==> src/rtl/ctrl_stream_loader_pkg.sv <==
// Shared definitions for the control-store loader and the tester that replays it.
//   - state_t          : loader FSM encoding, also exported on debug_state
//   - COMPLETE_BIT_IDX : bit of a control word that marks the last word of a program
//   - DEFAULT_*        : default control-store geometry
package ctrl_stream_loader_pkg;

    localparam int unsigned DEFAULT_ADDR_WIDTH = 12;
    localparam int unsigned DEFAULT_CTRL_WIDTH = 72;
    localparam int unsigned COMPLETE_BIT_IDX   = 0;

    typedef enum logic [1:0] {
        ST_IDLE = 2'b00,
        ST_LOAD = 2'b01,
        ST_DONE = 2'b10,
        ST_ERR  = 2'b11
    } state_t;

endpackage

==> src/rtl/ctrl_wr_port_reg.sv <==
// Registered write stage in front of the control-store port.
// A word accepted in one cycle is presented to the store in the next cycle;
// when nothing was accepted the strobes deassert and address/data hold.
//   CLK_100, RST  : clock, synchronous active-high reset
//   accept        : a word was accepted this cycle
//   wr_ptr        : address for the accepted word
//   wr_data       : the accepted word
//   mem_csb/web   : active-low chip select / write enable
//   mem_addr/din  : store address / write data
module ctrl_wr_port_reg #(
    parameter int unsigned ADDR_WIDTH = 12,
    parameter int unsigned CTRL_WIDTH = 72
) (
    input  logic                  CLK_100,
    input  logic                  RST,
    input  logic                  accept,
    input  logic [ADDR_WIDTH-1:0] wr_ptr,
    input  logic [CTRL_WIDTH-1:0] wr_data,
    output logic                  mem_csb,
    output logic                  mem_web,
    output logic [ADDR_WIDTH-1:0] mem_addr,
    output logic [CTRL_WIDTH-1:0] mem_din
);

    always_ff @(posedge CLK_100) begin
        if (RST) begin
            mem_csb  <= 1'b1;
            mem_web  <= 1'b1;
            mem_addr <= '0;
            mem_din  <= '0;
        end else begin
            mem_csb <= !accept;
            mem_web <= !accept;
            if (accept) begin
                mem_addr <= wr_ptr;
                mem_din  <= wr_data;
            end
        end
    end

endmodule

==> src/rtl/ctrl_stream_loader.sv <==
// Loads a valid/ready stream of control words into the control store from
// address 0 until a word with the complete bit set, flagging an overflow if
// the store fills first.
//   CLK_100, RST         : clock, synchronous active-high reset
//   LOAD_START           : pulse, starts or restarts a load
//   S_VALID/S_DATA       : host word stream
//   S_READY              : high only while loading
//   mem_*                : control-store write port (active-low strobes)
//   LOAD_DONE / LOAD_ERR : terminator written / store filled without one
//   word_count           : words written in the current or last load
//   debug_state          : present FSM state
module ctrl_stream_loader
    import ctrl_stream_loader_pkg::*;
#(
    parameter int unsigned ADDR_WIDTH = DEFAULT_ADDR_WIDTH,
    parameter int unsigned CTRL_WIDTH = DEFAULT_CTRL_WIDTH
) (
    input  logic                  CLK_100,
    input  logic                  RST,
    input  logic                  LOAD_START,
    input  logic                  S_VALID,
    input  logic [CTRL_WIDTH-1:0] S_DATA,
    output logic                  S_READY,
    output logic [ADDR_WIDTH-1:0] mem_addr,
    output logic [CTRL_WIDTH-1:0] mem_din,
    output logic                  mem_csb,
    output logic                  mem_web,
    output logic                  LOAD_DONE,
    output logic                  LOAD_ERR,
    output logic [ADDR_WIDTH:0]   word_count,
    output logic [1:0]            debug_state
);

    localparam int unsigned CNT_WIDTH = ADDR_WIDTH + 1;
    localparam logic [ADDR_WIDTH-1:0] PTR_LAST = '1;

    state_t                state;
    state_t                next_state;
    logic [ADDR_WIDTH-1:0] wr_ptr;
    logic                  accept_c;

    // LOAD_START wins over a handshake offered in the same cycle
    assign accept_c = S_VALID && S_READY && !LOAD_START;

    // State register
    always_ff @(posedge CLK_100) begin
        if (RST) begin
            state <= ST_IDLE;
        end else begin
            state <= next_state;
        end
    end

    // Next-state logic
    always_comb begin
        next_state = state;
        if (LOAD_START) begin
            next_state = ST_LOAD;
        end else begin
            case (state)
                ST_LOAD: begin
                    if (accept_c) begin
                        if (S_DATA[COMPLETE_BIT_IDX]) begin
                            next_state = ST_DONE;
                        end else if (wr_ptr == PTR_LAST) begin
                            next_state = ST_ERR;
                        end
                    end
                end
                default: next_state = state;
            endcase
        end
    end

    // Status outputs registered from next_state so they move with the state
    always_ff @(posedge CLK_100) begin
        if (RST) begin
            S_READY   <= 1'b0;
            LOAD_DONE <= 1'b0;
            LOAD_ERR  <= 1'b0;
        end else begin
            S_READY   <= (next_state == ST_LOAD);
            LOAD_DONE <= (next_state == ST_DONE);
            LOAD_ERR  <= (next_state == ST_ERR);
        end
    end

    assign debug_state = state;

    // Write pointer and word counter; the pointer stops at the last slot
    always_ff @(posedge CLK_100) begin
        if (RST) begin
            wr_ptr     <= '0;
            word_count <= '0;
        end else if (LOAD_START) begin
            wr_ptr     <= '0;
            word_count <= '0;
        end else if (accept_c) begin
            word_count <= word_count + CNT_WIDTH'(1);
            if (wr_ptr != PTR_LAST) begin
                wr_ptr <= wr_ptr + ADDR_WIDTH'(1);
            end
        end
    end

    ctrl_wr_port_reg #(
        .ADDR_WIDTH (ADDR_WIDTH),
        .CTRL_WIDTH (CTRL_WIDTH)
    ) u_wr_port (
        .CLK_100  (CLK_100),
        .RST      (RST),
        .accept   (accept_c),
        .wr_ptr   (wr_ptr),
        .wr_data  (S_DATA),
        .mem_csb  (mem_csb),
        .mem_web  (mem_web),
        .mem_addr (mem_addr),
        .mem_din  (mem_din)
    );

endmodule
==> config.mk <==
export PLATFORM = sky130hd
export DESIGN_NAME = ctrl_stream_loader
export DESIGN_NICKNAME = d
export VERILOG_FILES = /design/src/rtl/ctrl_stream_loader_pkg.sv /design/src/rtl/ctrl_wr_port_reg.sv /design/src/rtl/ctrl_stream_loader.sv
export SDC_FILE = /design/constraint.sdc
export NUM_CORES = 1
export LEC_CHECK = 0
export CORE_UTILIZATION = 46
export DETAILED_ROUTE_END_ITERATION = 7
export GPL_TIMING_DRIVEN = 0
export PLACE_DENSITY_LB_ADDON = 0.12
export SLEW_MARGIN = 40
export SYNTH_ARGS = -nofsm -noshare
export SYNTH_HDL_FRONTEND = slang
export SYNTH_HIERARCHICAL = 1
export SYNTH_SLANG_ARGS = --single-unit
==> constraint.sdc <==
create_clock -name CLK_100 -period 2.2 [get_ports CLK_100]
set_input_delay 0.33 -clock CLK_100 [delete_from_list [all_inputs] [get_ports CLK_100]]
set_output_delay 0.33 -clock CLK_100 [all_outputs]
set_load 0.005 [all_outputs]
==> results of run 1 <==
-- registers in the layout, indices dropped and copies added, names as in the netlist --
name,flops
u_wr_port/mem_din,72
debug_state,2
LOAD_DONE,1
S_READY,1
u_wr_port/mem_addr,12
wr_ptr,12
u_wr_port/mem_web,1
LOAD_ERR,1
word_count,13
-- final cells by class --
type	instances	area, µm²	area share
Sequential cell	115	2300	0.330
Multi-Input combinational cell	290	1910	0.274
Timing Repair Buffer	179	1790	0.257
Clock buffer	22	443	0.0635
Buffer	23	204	0.0292
Tap cell	129	161	0.0231
Clock inverter	10	133	0.0190
Inverter	7	27.5	0.00395
-- report_power, final --
group          leakage, nW  total [mW]  internal, mW  switching, mW
sequential           0.930        2.15          2.13         0.0234
combinational         1.22       0.404         0.258          0.146
clock                0.275        2.66          1.74          0.913
total                 2.43        5.21          4.13           1.08
-- routing by layer --
metal	global-route usage	vias to the layer above	part of all wire
met5	0	-	0
met4	0.0769	0	0.0077
met3	0.0780	6	0.077
met2	0.395	147	0.51
met1	0.250	1786	0.41
li1	-	1890	-
-- Yosys cell counts, drive strengths merged, types with 2 or more instances --
library cell    n  area [µm²]
nor2          105         394
dfxtp         115        2300
nor4            3        18.8
nand2          11        41.3
xnor2           8        70.1
nand2b          2        12.5
nand4b          2        17.5
nand4           6        43.8
mux2i          85         851
inv             6        22.5
ha              2        25.0
or3             5        31.3
nor3            5        25.0
buf            12         163
nand3b          2        27.5
o21ai           8        40.0
o31ai           4        43.8
xor2            3        26.3
a31oi           2        12.5
o211ai          2        20.0
clkbuf         11        41.3
nand3          11        60.1
a21oi          13        65.1
or4             4        30.0
-- through the flow --
stage / hold WS (ns) / cells
floorplan: 0.402 / 435
detailed placement: 0.479 / 743
global route: 0.442 / 775
CTS: 0.425 / 775
finish: 0.442 / 775
global placement: 0.471 / 743
-- how the worst max path moves through the flow --
| stage | from | endpoint | slack [ns] | depth (start not counted) |
|---|---|---|---|---|
| floorplan | wr_ptr[0]$_SDFFE_PP0P_ | wr_ptr[8]$_SDFFE_PP0P_ | 0.72 | 5 |
| global placement | LOAD_START | u_wr_port/mem_din[60]$_SDFFE_PP0P_ | -0.02 | 8 |
| detailed placement | LOAD_START | u_wr_port/mem_din[66]$_SDFFE_PP0P_ | -0.09 | 8 |
| CTS | word_count[3]$_SDFFE_PP0N_ | word_count[3] | 0.34 | 1 |
| global route | word_count[3]$_SDFFE_PP0N_ | word_count[3] | 0.31 | 1 |
| finish | word_count[3]$_SDFFE_PP0N_ | word_count[3] | 0.37 | 1 |
-- cell families (layout without fill, tap and decap cells) --
logic type               after synthesis  after routing  share of synthesized area
multiplexers                          85             85                      0.191
adder cells (fa/ha/maj)                2              2                    0.00562
flip-flops                           115            115                      0.518
AND/OR/NAND/NOR                      160            160                      0.165
XOR/XNOR                              11             11                     0.0217
buffers and inverters                 30            241                     0.0520
AO/OA/AOI/OAI                         32             32                     0.0470
==> reports/results.txt, run 1 <==
outcome: completed
endpoints failing hold: 0
Final Cell Area: 6980 µm²
Hold EP: u_wr_port/mem_din[14]$_SDFFE_PP0P_
initial core utilization: 0.479
Setup crit start kind: register
nets@finish: 711
Cells after Synth: 435
share of flip-flops with an asynchronous set or reset: 0
fin crit period: 1.83 ns
Worst-Skew Late Latency: 0.51 ns
Worst EP required: 1.87 ns
Cell variety after synth: 40
# hold bufs at CTS: 0
Reg2Reg Capture Point: u_wr_port/mem_addr[5]$_SDFFE_PP0P_
Max clock buf depth: 2
first-pass GRT wire length: 17400 µm
slowest stage delay, CP: 0.55 ns
via count: 3829
FF-to-FF path depth: 7
worst reg2reg startpoint: S_READY$_SDFF_PP0_
port buffer count: 179
H-tree depth: 4
root buffer cell: clkbuf_8
# rows: 35
commonest non-fill, non-tap cell in the layout: clkdlybuf4s50_1
RSZ-0062 raised after global routing: false
DIE WIDTH: 100 µm
P&R area growth vs syn: 56.8%
Hold Path Depth: 3
CTS tree: built
syn nets: 513
largest net degree at the start of global routing: 17
Fill cells: 701
pwr dens: 747 nW/µm²
fin util: 0.751
Slew Viols, Final: 0
Setup CP Type: reg -> out
worst-path fanout max: 6
IO Pins: 180
CTS buffer count: 17
Via density: 4.94
synth warn: 6
CP Capture Type: output pin
leakage power: 2.43 nW
commonest cells after routing, fill and taps aside: clkdlybuf4s50_1, dfxtp_1, nor2_1
core area: 9280 µm²
post-route clock period utilization: 0.834
post-synthesis sequential area ratio: 0.518
HPWL Detailed: 8000 µm
DR WL/cell: 14.4 µm
GP Congestion: 0.849
Setup-failing EPs final: 0
Peak Freq: 545 MHz
number of routed nets with antenna violations: 0
DR iter-0 viols: 104
Tightest Pin Transition: 0.549 ns
number of synthesized register bits: 115
Total GRT Usage: 0.224
Mapped Area: 4450 µm²
Hold Path Class: in -> reg
Design Power: 5.21 mW
family with the most delay on the worst path: buffers and inverters
Max stage delay cell, worst path: clkdlybuf4s50_1
antenna diode count: 0
worst min-delay path startpoint: S_DATA[14]
Primary FF master, synth: dfxtp_1
number of global-route vias before repair: 3665
Die Ht: 100 µm
fin worst setup slack: 0.366 ns
clock tree sinks: 115
initial antenna violation count: 0
WL final: 11100 µm
Worst EP arrival: 1.50 ns
Fin Setup TNS: 0 ns
grt total ovfl: 0
Post-CTS Setup Bufs: 0
DP Area: 6400 µm²
peak supply drop: 0.679 mV
clock-pin transition on the worst setup and hold timing paths: 0.06 ns
layout cell share with drive strength beyond 1: 0.0759
number of synthesized flops with an enable pin: 0
Worst Skew: 0.0116 ns
Post-Place Setup Slack: -0.0944 ns
drt first pass iters: 4
syn_area_per_cell: 10.2 µm²
cts repair resizes: 0
die area: 10100 µm²
Slew Limit Headroom: 0.634
Cell Chain, Critical Path: clkdlybuf4s50_1
Bufs and invs on worst path: 1
drc violations: 0
Max-Cap Viols: 0
R2R Setup Slk: 0.52 ns
Note: power is estimated with default switching activity, not from simulation.
==> inputs of run 2 (changes only) <==
--- a/config.mk
+++ b/config.mk
@@ -5,7 +5,7 @@
 export SDC_FILE = /design/constraint.sdc
 export NUM_CORES = 1
 export LEC_CHECK = 0
-export CORE_UTILIZATION = 46
+export CORE_UTILIZATION = 39
 export DETAILED_ROUTE_END_ITERATION = 7
 export GPL_TIMING_DRIVEN = 0
 export PLACE_DENSITY_LB_ADDON = 0.12
==> constraint.sdc (replaced) <==
create_clock -name CLK_100 -period 1.5 [get_ports CLK_100]
set_input_delay 0.225 -clock CLK_100 [delete_from_list [all_inputs] [get_ports CLK_100]]
set_output_delay 0.225 -clock CLK_100 [all_outputs]
set_load 0.005 [all_outputs]
==> run 2 against run 1 <==
The flow now finishes with violations (setup timing). Wire length increased by 0.84%. First-iteration DRC count grew 44%. Register-to-register slack got worse by 0.60 ns. Combinational power rose by 48%. Sequential power increased by 46%. Flip-flop and latch count unchanged. Non-clock buffer count is 24 higher. Clock-buffer cell count up 4. Design area increased by 6.6%. Clock power grew 43%. Critical path depth up 6. Global-route usage down 3.5 points. Critical endpoint is now wr_ptr[5]$_SDFFE_PP0P_. Largest cell class unchanged.
==> reports/results.txt, run 2 (synthesis gave the netlist of run 1 again) <==
outcome: complete, but fails checks
failing checks: setup timing
Setup CP Type: reg -> reg
Fin Setup TNS: -0.238 ns (-0.238 ns)
pwr dens: 1020 nW/µm² (+36%)
DR WL/cell: 13.9 µm (-3.3%)
first-pass GRT wire length: 17100 µm (-2.0%)
Hold Path Class: in -> reg
IO Pins: 180 (unchanged)
clock-pin transition on the worst setup and hold timing paths: 0.05 ns (about the same)
# hold bufs at CTS: 0 (unchanged)
commonest non-fill, non-tap cell in the layout: clkdlybuf4s50_1
core area: 11000 µm² (+18%)
Worst Skew: 0.00732 ns (-0.00424 ns)
post-route clock period utilization: 1.05
drc violations: 0 (unchanged)
Worst-Skew Late Latency: 0.40 ns (-0.11 ns)
peak supply drop: 0.841 mV (+24%)
biggest regs: u_wr_port/mem_din: 72 flops, word_count: 13 flops
Via density: 4.77 (-3.4%)
largest net degree at the start of global routing: 17 (unchanged)
H-tree depth: 4 (unchanged)
clock tree sinks: 115 (unchanged)
P&R area growth vs syn: 67.1%
Worst EP required: 1.83 ns (-0.04 ns)
Slew Viols, Final: 0 (unchanged)
area of the multi-input gates: 1990 µm² (+3.8%)
fin worst setup slack: -0.0766 ns (-0.443 ns)
Total GRT Usage: 0.189 (-0.0350)
Design Power: 7.55 mW (+45%)
layout cell share with drive strength beyond 1: 0.168 (+0.0918)
worst-path fanout max: 4 (-2)
CP Capture Type: register
Max-Cap Viols: 0 (unchanged)
Peak Freq: 634 MHz
leakage power: 3.55 nW (+46%)
HPWL Detailed: 7670 µm (-4.1%)
commonest cells after routing, fill and taps aside: clkdlybuf4s50_1, nor2_1, dfxtp_1
Hold Path Depth: 2 (-1)
CTS buffer count: 17 (unchanged)
Worst EP arrival: 1.91 ns (+0.41 ns)
Tightest Pin Transition: 0.440 ns (-0.109 ns)
# rows: 38 (+8.6%)
antenna diode count: 0 (unchanged)
RSZ-0062 raised after global routing: true
number of routed nets with antenna violations: 0 (unchanged)
number of global-route vias before repair: 3756 (+2.5%)
Die Ht: 109 µm (+8.4%)
initial core utilization: 0.405 (-0.0741)
fin util: 0.677 (-0.0746)
drt first pass iters: 4 (unchanged)
Fill cells: 870 (+24%)
grt total ovfl: 0 (unchanged)
DIE WIDTH: 109 µm (+8.4%)
via count: 3858 (+0.76%)
Post-Place Setup Slack: -0.710 ns (-0.615 ns)
Max clock buf depth: 2 (unchanged)
fin crit period: 1.58 ns
DR iter-0 viols: 150 (+44%)
root buffer cell: clkbuf_16
CTS tree: built
Storage cell area: 2370 µm² (+2.9%)
Setup crit start kind: register
max FFs per register: 72 (unchanged)
FF-to-FF path depth: 7 (unchanged)
Biggest register: u_wr_port/mem_din
port buffer count: 179 (unchanged)
Setup-failing EPs final: 6 (+6)
initial antenna violation count: 0 (unchanged)
Slew Limit Headroom: 0.706 (+0.0718)
die area: 11800 µm² (+18%)
nets@finish: 735 (+3.4%)
GP Congestion: 0.775 (-8.8%)
WL final: 11200 µm (+0.84%)
endpoints failing hold: 0 (unchanged)
==> run 2: metrics by stage <==
stage	cell area, µm²	std cells	hold slack (ns)
after global placement	6410	754	0.471
after CTS	7160	799	0.316
after detailed placement	6410	754	0.481
after global routing	7430	808	0.376
after floorplan	4450	435	0.297
final	7430	808	0.321
==> run 2: power by group <==
part	total [mW]	internal (mW)	switching, mW
Combinational	0.599	0.382	0.217
Sequential	3.13	3.10	0.0320
Clock	3.81	2.55	1.26
Total	7.55	6.04	1.51
==> run 2: final timing paths <==
| kind | start | slack, ns | end |
|---|---|---|---|
| worst max register to register | wr_ptr[0]$_SDFFE_PP0P_ | -0.08 | wr_ptr[5]$_SDFFE_PP0P_ |
| worst min register to register | word_count[1]$_SDFFE_PP0N_ | 0.48 | word_count[1]$_SDFFE_PP0N_ |
| worst min-delay path | RST | 0.32 | debug_state[0]$_SDFF_PP0_ |
| worst max-delay path | wr_ptr[0]$_SDFFE_PP0P_ | -0.08 | wr_ptr[5]$_SDFFE_PP0P_ |
==> run 2: worst max-delay path: stages (launching register included) <==
cell and delay, ns:
dfxtp_4 0.35, ha_4 0.16, nand4_1 0.12, buf_4 0.15
o31ai_4 0.06, buf_6 0.13, or4_4 0.41, a21oi_2 0.12
==> run 2: layout make-up <==
| type | instances | share of cell area |
|---|---|---|
| sequential | 115 | 0.319 |
| multi-input combinational | 290 | 0.267 |
| clock inverter | 4 | 0.00606 |
| tap | 140 | 0.0236 |
| clock buffer | 26 | 0.0712 |
| buffer | 23 | 0.0283 |
| timing repair buffer | 203 | 0.281 |
| inverter | 7 | 0.00454 |
==> run 2: routing by layer <==
| layer | part of all wire | up-vias | global-route usage |
|---|---|---|---|
| li1 | - | 1936 | - |
| met1 | 0.42 | 1776 | 0.211 |
| met2 | 0.49 | 131 | 0.315 |
| met3 | 0.075 | 15 | 0.0658 |
| met4 | 0.016 | 0 | 0.0985 |
| met5 | 0 | - | 0 |
==> run 2: what timing repair did <==
item / CTS / global route
cloned: 0 / 1
setup buffers: 15 / 8
setup endpoints to repair: 132 / 105
resized for setup: 65 / 66
pin swaps: 4 / 7
